### config.mk
export PLATFORM = sky130hd
export DESIGN_NAME = ip2_test3_burst_ctrl
export DESIGN_NICKNAME = d
export VERILOG_FILES = /design/src/rtl/ip2_test3_burst_ctrl.sv
export SDC_FILE = /design/constraint.sdc
export NUM_CORES = 1
export LEC_CHECK = 0
export CORE_MARGIN = 3
export CORE_UTILIZATION = 60
export DETAILED_ROUTE_END_ITERATION = 12
export HOLD_SLACK_MARGIN = 0.05
export PLACE_DENSITY_LB_ADDON = 0.1
export SLEW_MARGIN = 20
export SYNTH_ARGS = -nofsm -noshare
export SYNTH_HDL_FRONTEND = slang
export SYNTH_SLANG_ARGS = --single-unit
### constraint.sdc
create_clock -name clk -period 5.6 [get_ports clk]
set_input_delay 0.84 -clock clk [delete_from_list [all_inputs] [get_ports clk]]
set_output_delay 0.84 -clock clk [all_outputs]
set_load 0.02 [all_outputs]
### src/rtl/ip2_test3_burst_ctrl.sv
// ip2_test3_burst_ctrl
// Runs a burst of back-to-back test3 DNN captures: one launch pulse per run,
// waits for the run's status_done rising edge (optionally bounded by a
// timeout), and stores both 48-bit DNN outputs plus the run index in a small
// first-word-fall-through FIFO that software drains through valid/ready.
module ip2_test3_burst_ctrl #(
   parameter int BUF_DEPTH = 4,
   parameter int RUN_W     = 8,
   parameter int TMO_W     = 16
) (
   input  logic             clk,
   input  logic             reset,
   input  logic             enable,
   input  logic             start,
   input  logic             abort,
   input  logic [RUN_W-1:0] num_runs,
   input  logic [TMO_W-1:0] gap_cycles,
   input  logic [TMO_W-1:0] timeout_cycles,
   input  logic             test3_status_done,
   input  logic [47:0]      test3_dnn_output_0,
   input  logic [47:0]      test3_dnn_output_1,
   output logic             test3_enable_re,
   output logic             rd_valid,
   input  logic             rd_ready,
   output logic [95:0]      rd_data,
   output logic [RUN_W-1:0] rd_run_idx,
   output logic             busy,
   output logic             done,
   output logic             err_timeout,
   output logic [RUN_W-1:0] runs_completed
);

   localparam int PTR_W = (BUF_DEPTH > 1) ? $clog2(BUF_DEPTH) : 1;
   localparam int CNT_W = PTR_W + 1;

   localparam logic [2:0] ST_IDLE    = 3'd0;
   localparam logic [2:0] ST_LAUNCH  = 3'd1;
   localparam logic [2:0] ST_WAIT    = 3'd2;
   localparam logic [2:0] ST_CAPTURE = 3'd3;
   localparam logic [2:0] ST_GAP     = 3'd4;
   localparam logic [2:0] ST_FINISH  = 3'd5;
   localparam logic [2:0] ST_ERROR   = 3'd6;

   logic [2:0]       state;
   logic             start_d;
   logic             status_done_d;
   logic             start_re;
   logic             done_re;
   logic [RUN_W-1:0] runs_lat;
   logic [RUN_W-1:0] runs_next;
   logic [TMO_W-1:0] tmo;
   logic [TMO_W-1:0] gap_cnt;

   logic [PTR_W-1:0] wr_ptr;
   logic [PTR_W-1:0] rd_ptr;
   logic [CNT_W-1:0] count;
   logic             fifo_full;
   logic             push;
   logic             pop;
   logic [95:0]      buf_data [BUF_DEPTH];
   logic [RUN_W-1:0] buf_idx  [BUF_DEPTH];

   assign start_re  = start & ~start_d;
   assign done_re   = test3_status_done & ~status_done_d;
   assign runs_next = runs_completed + RUN_W'(1);
   assign fifo_full = (count == CNT_W'(BUF_DEPTH));

   // An abort in the capture clock also suppresses that run's push.
   assign push      = enable && (state == ST_CAPTURE) && !(abort);
   assign pop       = enable && rd_valid && rd_ready;

   assign rd_valid   = (count != '0);
   // Head entry is masked while empty so outputs read zero after reset/clear.
   assign rd_data    = rd_valid ? buf_data[rd_ptr] : '0;
   assign rd_run_idx = rd_valid ? buf_idx[rd_ptr]  : '0;

   // Edge-detect registers for start and test3 status_done.
   always_ff @(posedge clk or posedge reset) begin
      if (reset) begin
         start_d       <= 1'b0;
         status_done_d <= 1'b0;
      end else if (!enable) begin
         start_d       <= 1'b0;
         status_done_d <= 1'b0;
      end else begin
         start_d       <= start;
         status_done_d <= test3_status_done;
      end
   end

   // Burst sequencer: launch, wait for done edge or timeout, capture, gap.
   always_ff @(posedge clk or posedge reset) begin
      if (reset) begin
         state           <= ST_IDLE;
         runs_lat        <= '0;
         runs_completed  <= '0;
         tmo             <= '0;
         gap_cnt         <= '0;
         test3_enable_re <= 1'b0;
         busy            <= 1'b0;
         done            <= 1'b0;
         err_timeout     <= 1'b0;
      end else if (!enable) begin
         state           <= ST_IDLE;
         runs_lat        <= '0;
         runs_completed  <= '0;
         tmo             <= '0;
         gap_cnt         <= '0;
         test3_enable_re <= 1'b0;
         busy            <= 1'b0;
         done            <= 1'b0;
         err_timeout     <= 1'b0;
      end else begin
         test3_enable_re <= 1'b0;
         if (abort && (state != ST_IDLE)) begin
            state <= ST_IDLE;
            busy  <= 1'b0;
         end else begin
            case (state)
               ST_IDLE: begin
                  if (start_re) begin
                     if (num_runs == '0) begin
                        done        <= 1'b1;
                        err_timeout <= 1'b0;
                     end else begin
                        runs_lat       <= num_runs;
                        runs_completed <= '0;
                        done           <= 1'b0;
                        err_timeout    <= 1'b0;
                        busy           <= 1'b1;
                        state          <= ST_LAUNCH;
                     end
                  end
               end
               ST_LAUNCH: begin
                  // Holding off while full is what keeps the FIFO from overflowing.
                  if (!fifo_full) begin
                     test3_enable_re <= 1'b1;
                     tmo             <= timeout_cycles;
                     state           <= ST_WAIT;
                  end
               end
               ST_WAIT: begin
                  if (done_re) begin
                     state <= ST_CAPTURE;
                  end else if (timeout_cycles != '0) begin
                     if (tmo == TMO_W'(1)) begin
                        state <= ST_ERROR;
                     end else begin
                        tmo <= tmo - TMO_W'(1);
                     end
                  end
               end
               ST_CAPTURE: begin
                  runs_completed <= runs_next;
                  if (runs_next == runs_lat) begin
                     state <= ST_FINISH;
                  end else if (gap_cycles == '0) begin
                     state <= ST_LAUNCH;
                  end else begin
                     gap_cnt <= gap_cycles;
                     state   <= ST_GAP;
                  end
               end
               ST_GAP: begin
                  if (gap_cnt <= TMO_W'(1)) begin
                     state <= ST_LAUNCH;
                  end else begin
                     gap_cnt <= gap_cnt - TMO_W'(1);
                  end
               end
               ST_FINISH: begin
                  done  <= 1'b1;
                  busy  <= 1'b0;
                  state <= ST_IDLE;
               end
               ST_ERROR: begin
                  err_timeout <= 1'b1;
                  busy        <= 1'b0;
                  state       <= ST_IDLE;
               end
               default: begin
                  state <= ST_IDLE;
                  busy  <= 1'b0;
               end
            endcase
         end
      end
   end

   // FIFO pointers and occupancy; simultaneous push and pop keep the count.
   always_ff @(posedge clk or posedge reset) begin
      if (reset) begin
         wr_ptr <= '0;
         rd_ptr <= '0;
         count  <= '0;
      end else if (!enable) begin
         wr_ptr <= '0;
         rd_ptr <= '0;
         count  <= '0;
      end else begin
         if (push) wr_ptr <= wr_ptr + PTR_W'(1);
         if (pop)  rd_ptr <= rd_ptr + PTR_W'(1);
         case ({push, pop})
            2'b10:   count <= count + CNT_W'(1);
            2'b01:   count <= count - CNT_W'(1);
            default: count <= count;
         endcase
      end
   end

   // FIFO storage; contents need no reset since occupancy gates visibility.
   always_ff @(posedge clk) begin
      if (push) begin
         buf_data[wr_ptr] <= {test3_dnn_output_1, test3_dnn_output_0};
         buf_idx[wr_ptr]  <= runs_completed;
      end
   end

endmodule

==> out/qor.yml, run 1 <==
status:
  outcome: "completed"
detailed_routing:
  drc: 0
  via_per_inst: 6.038
  vias: 11700
  drt_pass1_iterations: 5
  drtIter0Drc: 828
  wl_per_cell_um: 21.80
  wl_um: 42250
  ant_nets: 0
placement:
  placedCellCount: 1855
  gp_congestion: 0.8455
  io_buffers: 259
  place_hpwl_um: 26030
finish:
  regArea_sq_mm: 0.01410
  final_cells: 1938
  drive_gt1_share_pct: 14.24
  fin_util_pct: 75.38
  nNetsFinal: 1616
  area_growth_pct: 22.68
  multiInputGateArea_sq_mm: 0.005693
  fillerInstances: 1940
  diodes: 0
grt:
  overflow: 0
  grt_max_degree: 109
  track_usage_pct: 23.86
  grt_pass1_vias: 11950
  grt_pass1_wl_um: 66890
  antenna_found_initial: 0
setup_path:
  start_kind: "register"
  path_depth: 4
  crit_family: "flip-flops"
  endpoint: "rd_data[66]"
  crit_path_max_incr_delay_ns: 1.16
  timing.rr.start: "state[2]$_DFFE_PP0P_"
  cp-startpoint: "rd_ptr[1]$_DFFE_PP0P_"
  cp_slowest_cell: "dfrtp_4"
  reg2reg_slack_ns: 2.00
  cp_cell_sequence: "buf_4 -> mux4_2 -> and2_1 -> clkdlybuf4s50_1"
  cp_max_fo: 73
  worst-path-buf-inv: 2
  crit_arrival_ns: 3.25
  critPathKind: "reg2out"
  worstPathRequired_ns: 4.76
  rr_endpoint: "gap_cnt[1]$_DFFE_PP0P_"
  reg2reg_depth: 6
  critPathCaptureType: "output port"
logic_synthesis:
  post-synth-top-count-cell: "edfxtp_1"
  async_reset_ff_share_pct: 13.33
  synth_seq_cells: 480
  yosys.area.top_type_share_pct: 62.01
  yosys.area.top_type: "edfxtp_1"
  synthesis.nets: 1358
  synthesis.area_sq_mm: 0.02015
  syn_inst: 1205
  syn_avg_cell_area_sq_um: 16.72
  synth_area_leaders: "edfxtp_1 (62%), mux4_2 (12%), dfrtp_1 (7.9%)"
  yosysSeqAreaShare_pct: 69.96
  ys.flop_type: "edfxtp_1"
  netlist-cell-type-count: 76
  synth_warnings: 0
  synth.top_cells.by_count: "edfxtp_1 (416), and2_1 (111), mux4_2 (104)"
  synth_edf_count: 416
clock_network:
  cts_buffer_depth: 3
  clkTransAtPathRegs_ns: 0.06
  ctsRootBufferMaster: "clkbuf_16"
  cts.sinks: 480
  cts_inserted_buffers: 47
  htreeDepth: 2
  post_cts_resized: 0
  clk_latency_ns: 0.53
  postCtsHoldBufs: 0
  cts_tree: "built"
  cts_setup_buffers: 0
pwr:
  seq_power_share_pct: 42.0
  power_density_mw_per_mm2: 401.2
  intPower_w: 0.007088
  p_switching_w: 0.002828
  combPwrFrac_pct: 27.2
  switching_share_pct: 28.52
  clock_power_share_pct: 30.9
  ir_drop_v: 0.0003068
  leakagePower_nw: 8.266
sta:
  min_period_ns: 4.086
  max_slew_margin_pct: 26.71
  finalCritPeriodShare_pct: 72.97
  skew_ns: 0.01474
  finalHoldViolCount: 0
  fmax_mhz: 244.7
  fin_setup_tns_ns: 0
  rsz0062_at_grt: "no"
  slew_viol_final: 0
  tightest_slew_ns: 1.099
  setup_violations: 0
run:
  cap_viol_max_count: 0
floorplan:
  die_y_um: 189.2
  core_area_sq_mm: 0.03278
  dieArea_sq_mm: 0.03581
  rows: 66
  die_x_um: 189.2
  start_util_pct: 61.45
  io_pins: 260
hold_path:
  min_path_type: "reg2reg"
-- state kept, by name, indices dropped and copies added (netlist names) --
signal / cells
done: 1
runs_lat: 8
busy: 1
tmo: 16
start_d: 1
test3_enable_re: 1
buf_data: 384
runs_completed: 8
state: 3
wr_ptr: 2
buf_idx: 32
rd_ptr: 2
status_done_d: 1
count: 3
err_timeout: 1
gap_cnt: 16
-- layout make-up --
| cell class | count | area share (%) |
|---|---|---|
| clock buffer | 69 | 5.559 |
| inverter | 16 | 0.2430 |
| timing repair buffer | 278 | 11.32 |
| tap | 442 | 2.238 |
| clock inverter | 13 | 0.5468 |
| sequential | 480 | 57.06 |
| multi-input combinational | 640 | 23.04 |
-- layout by cell type (no fill, tap or decap), types with 17 or more instances in the layout --
| cell | count |
|---|---|
| mux4_2 | 104 |
| edfxtp_1 | 416 |
| nor4_1 | 18 |
| nor2_1 | 30 |
| a21oi_1 | 34 |
| dfrtp_1 | 62 |
| nand2_1 | 64 |
| o21ai_0 | 26 |
| and2_1 | 111 |
| clkbuf_16 | 51 |
| o211ai_1 | 20 |
| nor3_1 | 17 |
| clkdlybuf4s50_1 | 259 |
| nand3_1 | 52 |
-- power by group through the flow --
stage	sequential (W)	clock, W	combinational (W)
floorplan	0.00415	0	0.00175
global placement	0.00423	0	0.00264
detailed placement	0.00424	0	0.00269
CTS	0.00417	0.00312	0.00270
global route	0.00419	0.00326	0.00291
finish	0.00416	0.00306	0.00269
-- worst reg2reg max path, cell delays in order (launching register included) --
cell     delay [ns]
dfrtp_1        0.70
or3b_1         0.80
a21oi_1        0.30
o22a_1         0.83
nand2_1        0.13
o21a_2         0.37
mux2_1         0.35
-- worst min path at each step --
stage                                  startpoint                      end  slack, ns  cells past startpoint
after floorplan               tmo[15]$_DFFE_PP0P_      tmo[15]$_DFFE_PP0P_       0.49                      1
after global placement        tmo[15]$_DFFE_PP0P_      tmo[15]$_DFFE_PP0P_       0.51                      1
after detailed placement   gap_cnt[1]$_DFFE_PP0P_   gap_cnt[1]$_DFFE_PP0P_       0.52                      1
after CTS                  gap_cnt[1]$_DFFE_PP0P_   gap_cnt[1]$_DFFE_PP0P_       0.54                      1
after global routing          tmo[15]$_DFFE_PP0P_      tmo[15]$_DFFE_PP0P_       0.56                      1
final                     runs_lat[6]$_DFFE_PP0P_  runs_lat[6]$_DFFE_PP0P_       0.54                      2
-- cells by family after synthesis --
family,share of synthesized area (%)
DFF,69.96
and+or+nand+nor,9.757
AOI/OAI and AO/OA,5.416
muxes,11.78
buffers and inverters,1.907
xor gates and xnor gates,0.5217
adders and majority gates,0.6584
-- stage by stage --
| stage | setup slack, ns | instance area [sq um] | total power (W) | hold WS [ns] |
|---|---|---|---|---|
| 2_1_floorplan | 1.114 | 20150 | 0.005899 | 0.4877 |
| 3_3_place_gp | 2.001 | 23180 | 0.006880 | 0.5107 |
| 3_5_place_dp | 2.003 | 23180 | 0.006922 | 0.5193 |
| 4_1_cts | 1.452 | 24690 | 0.009982 | 0.5395 |
| 6_report | 1.514 | 24710 | 0.009916 | 0.5381 |
| 5_1_grt | 1.374 | 24710 | 0.01035 | 0.5612 |
-- per-layer routing --
| layer | track usage (%) | vias up | part of all wire, % |
|---|---|---|---|
| li1 | - | 5312 | - |
| met1 | 34.09 | 5858 | 41 |
| met2 | 39.22 | 456 | 49 |
| met3 | 3.888 | 75 | 7.4 |
| met4 | 6.397 | 0 | 2.5 |
| met5 | 0 | - | 0 |
No activity file was read; power rests on OpenSTA's default activity.
==> inputs of run 2 (changes only) <==
--- a/config.mk
+++ b/config.mk
@@ -6,7 +6,7 @@
 export NUM_CORES = 1
 export LEC_CHECK = 0
 export CORE_MARGIN = 3
-export CORE_UTILIZATION = 60
+export CORE_UTILIZATION = 50
 export DETAILED_ROUTE_END_ITERATION = 12
 export HOLD_SLACK_MARGIN = 0.05
 export PLACE_DENSITY_LB_ADDON = 0.1
==> constraint.sdc (replaced) <==
create_clock -name clk -period 3.5 [get_ports clk]
set_input_delay 0.525 -clock clk [delete_from_list [all_inputs] [get_ports clk]]
set_output_delay 0.525 -clock clk [all_outputs]
set_load 0.02 [all_outputs]
==> run 2 against run 1 <==
  * Combinational power rose by 68%
  * Register-to-register slack got worse by 1.2 ns
  * Non-clock buffer count rose by 16
  * Critical path type unchanged
  * Largest power group unchanged
  * Largest cell class unchanged
  * Power rose by 63%
  * Critical path depth did not move
  * Worst setup slack got worse by 1.4 ns
  * Cell area rose by 1.7%
  * Sequential power rose by 60%
  * First-iteration DRC count rose by 5.6%
  * Highest routed layer is now met5
  * Clock-buffer cell count fell by 4
==> out/qor.yml, run 2 (synthesis results as in run 1) <==
placement:
  gp_congestion: 0.8855  # +4.7%
  place_hpwl_um: 27940  # +7.3%
  io_buffers: 259  # unchanged
  place_ws_ns: 0.6822  # -1.321 ns
pwr:
  leakagePower_nw: 8.406  # +1.7%
  ir_drop_v: 0.0003158  # +3.0%
  power_density_mw_per_mm2: 644.3  # +61%
clock_network:
  ctsRootBufferMaster: "clkbuf_16"
  cts_inserted_buffers: 49  # +4.3%
  cts_buffer_depth: 3  # unchanged
  cts_setup_buffers: 0  # unchanged
  clkTransAtPathRegs_ns: 0.06  # about the same
  cts.sinks: 480  # unchanged
  post_cts_resized: 0  # unchanged
  htreeDepth: 2  # unchanged
  clk_latency_ns: 0.57  # +0.04 ns
  cts_tree: "built"
  postCtsHoldBufs: 0  # unchanged
sta:
  max_slew_margin_pct: 55.22  # +29 points
  finalHoldViolCount: 0  # unchanged
  fmax_mhz: 297.8
  finalCritPeriodShare_pct: 95.95
  fin_setup_tns_ns: 0  # unchanged
  rsz0062_at_grt: "no"
  tightest_slew_ns: 0.6695  # -0.4298 ns
  setup_ws_ns: 0.1417  # -1.372 ns
  slew_viol_final: 0  # unchanged
  setup_violations: 0  # unchanged
  min_period_ns: 3.358
  skew_ns: 0.01349  # -0.001245 ns
setup_path:
  critPathCaptureType: "output port"
  timing.rr.start: "runs_completed[0]$_DFFE_PP0P_"
  crit_arrival_ns: 2.83  # -0.42 ns
  reg2reg_depth: 7  # +1
  reg2reg_slack_ns: 0.82  # -1.18 ns
  worstPathRequired_ns: 2.97  # -1.79 ns
  cp_max_fo: 21  # -71%
  critPathKind: "reg2out"
  rr_endpoint: "gap_cnt[1]$_DFFE_PP0P_"
  start_kind: "register"
finish:
  final_cell_mix: "edfxtp_1 (416), clkdlybuf4s50_1 (259), and2_1 (111)"
  top_register: "buf_data"
  nNetsFinal: 1634  # +1.1%
  area_growth_pct: 24.82
  top_regs: "buf_data: 384 flops, buf_idx: 32 flops"
  drive_gt1_share_pct: 15.44  # +1.2 points
  fillerInstances: 2861  # +47%
  fin_util_pct: 64.17  # -11 points
  final_common_cell: "edfxtp_1"
  largest_reg_flops: 384  # unchanged
detailed_routing:
  wl_per_cell_um: 21.94  # +0.62%
  wl_um: 44770  # +6.0%
  vias: 11740  # +0.31%
  drt_pass1_iterations: 5  # unchanged
  ant_nets: 0  # unchanged
  drc: 0  # unchanged
  via_per_inst: 5.751  # -4.8%
  drtIter0Drc: 874  # +5.6%
grt:
  grt_max_degree: 73  # -33%
  overflow: 0  # unchanged
  antenna_found_initial: 2  # +2
  grt_pass1_vias: 12010  # +0.49%
  grt_pass1_wl_um: 69480  # +3.9%
  track_usage_pct: 21.12  # -2.7 points
floorplan:
  die_x_um: 206.7  # +9.2%
  core_area_sq_mm: 0.03919  # +20%
  rows: 72  # +9.1%
  start_util_pct: 51.41  # -10 points
  dieArea_sq_mm: 0.04274  # +19%
  io_pins: 260  # unchanged
  die_y_um: 206.7  # +9.2%
hold_path:
  min_path_type: "in2async"
run:
  cap_viol_max_count: 0  # unchanged
status:
  outcome: "completed"
==> run 2: changes by cell type in the layout (fill, tap and decap cells not counted), moves of 2 or more <==
cell | previous run | this run
clkbuf_8 | 3 | 0
clkinv_2 | 3 | 7
buf_4 | 14 | 16
inv_6 | 0 | 3
buf_12 | 5 | 19
clkinv_1 | 6 | 11
==> run 2: how the worst max path moves through the flow <==
stage | end | startpoint | cells after the start
5_1_grt | rd_run_idx[4] | rd_ptr[0]$_DFFE_PP0P_ | 4
4_1_cts | rd_data[50] | rd_ptr[0]$_DFFE_PP0P_ | 4
3_3_place_gp | rd_data[50] | rd_ptr[0]$_DFFE_PP0P_ | 4
3_5_place_dp | count[2]$_DFFE_PP0P_ | abort | 9
6_report | rd_data[69] | rd_ptr[0]$_DFFE_PP0P_ | 4
2_1_floorplan | buf_data[0][0]$_DFFE_PP_ | enable | 4
==> run 2: layer usage <==
metal  track usage (%)  wire [um]  vias to the layer above
met3             4.454       2942                       49
met2             34.77      21880                      378
met4             4.479        711                        2
met1             29.67      19220                     5964
li1                  -          -                     5344
met5                 0         13                        -
==> run 2: critical path, cell delays in order (launching register included) <==
cell             delay [ns]
dfrtp_4                0.71
buf_12                 0.27
mux4_2                 0.51
and2_1                 0.16
clkdlybuf4s50_1        0.58
==> run 2: layout make-up <==
| type | instances | area (sq um) | share of cell area (%) |
|---|---|---|---|
| antenna | 1 | 2.502 | 0.009952 |
| multi-input combinational | 640 | 5693 | 22.64 |
| timing repair buffer | 294 | 3093 | 12.30 |
| clock buffer | 65 | 1329 | 5.284 |
| tap | 518 | 648.1 | 2.577 |
| inverter | 16 | 60.06 | 0.2388 |
| sequential | 480 | 14100 | 56.08 |
| clock inverter | 27 | 219.0 | 0.8708 |
==> run 2: per-stage QoR <==
step | hold slack [ns] | std cells | power (W) | instance area, sq um
after floorplan | 0.4877 | 1205 | 0.009438 | 20150
after global placement | 0.5047 | 1948 | 0.01130 | 23600
after detailed placement | 0.5094 | 1948 | 0.01133 | 23600
after CTS | 0.2301 | 2040 | 0.01638 | 25140
after global routing | 0.2649 | 2041 | 0.01696 | 25150
final | 0.2557 | 2041 | 0.01620 | 25150
==> run 2: power by group <==
| group | leakage, nW | total [W] | internal [W] | switching (W) |
|---|---|---|---|---|
| sequential | 4.65 | 0.00664 | 0.00637 | 0.000265 |
| clock | 0.752 | 0.00503 | 0.00290 | 0.00213 |
| combinational | 3.01 | 0.00453 | 0.00216 | 0.00237 |
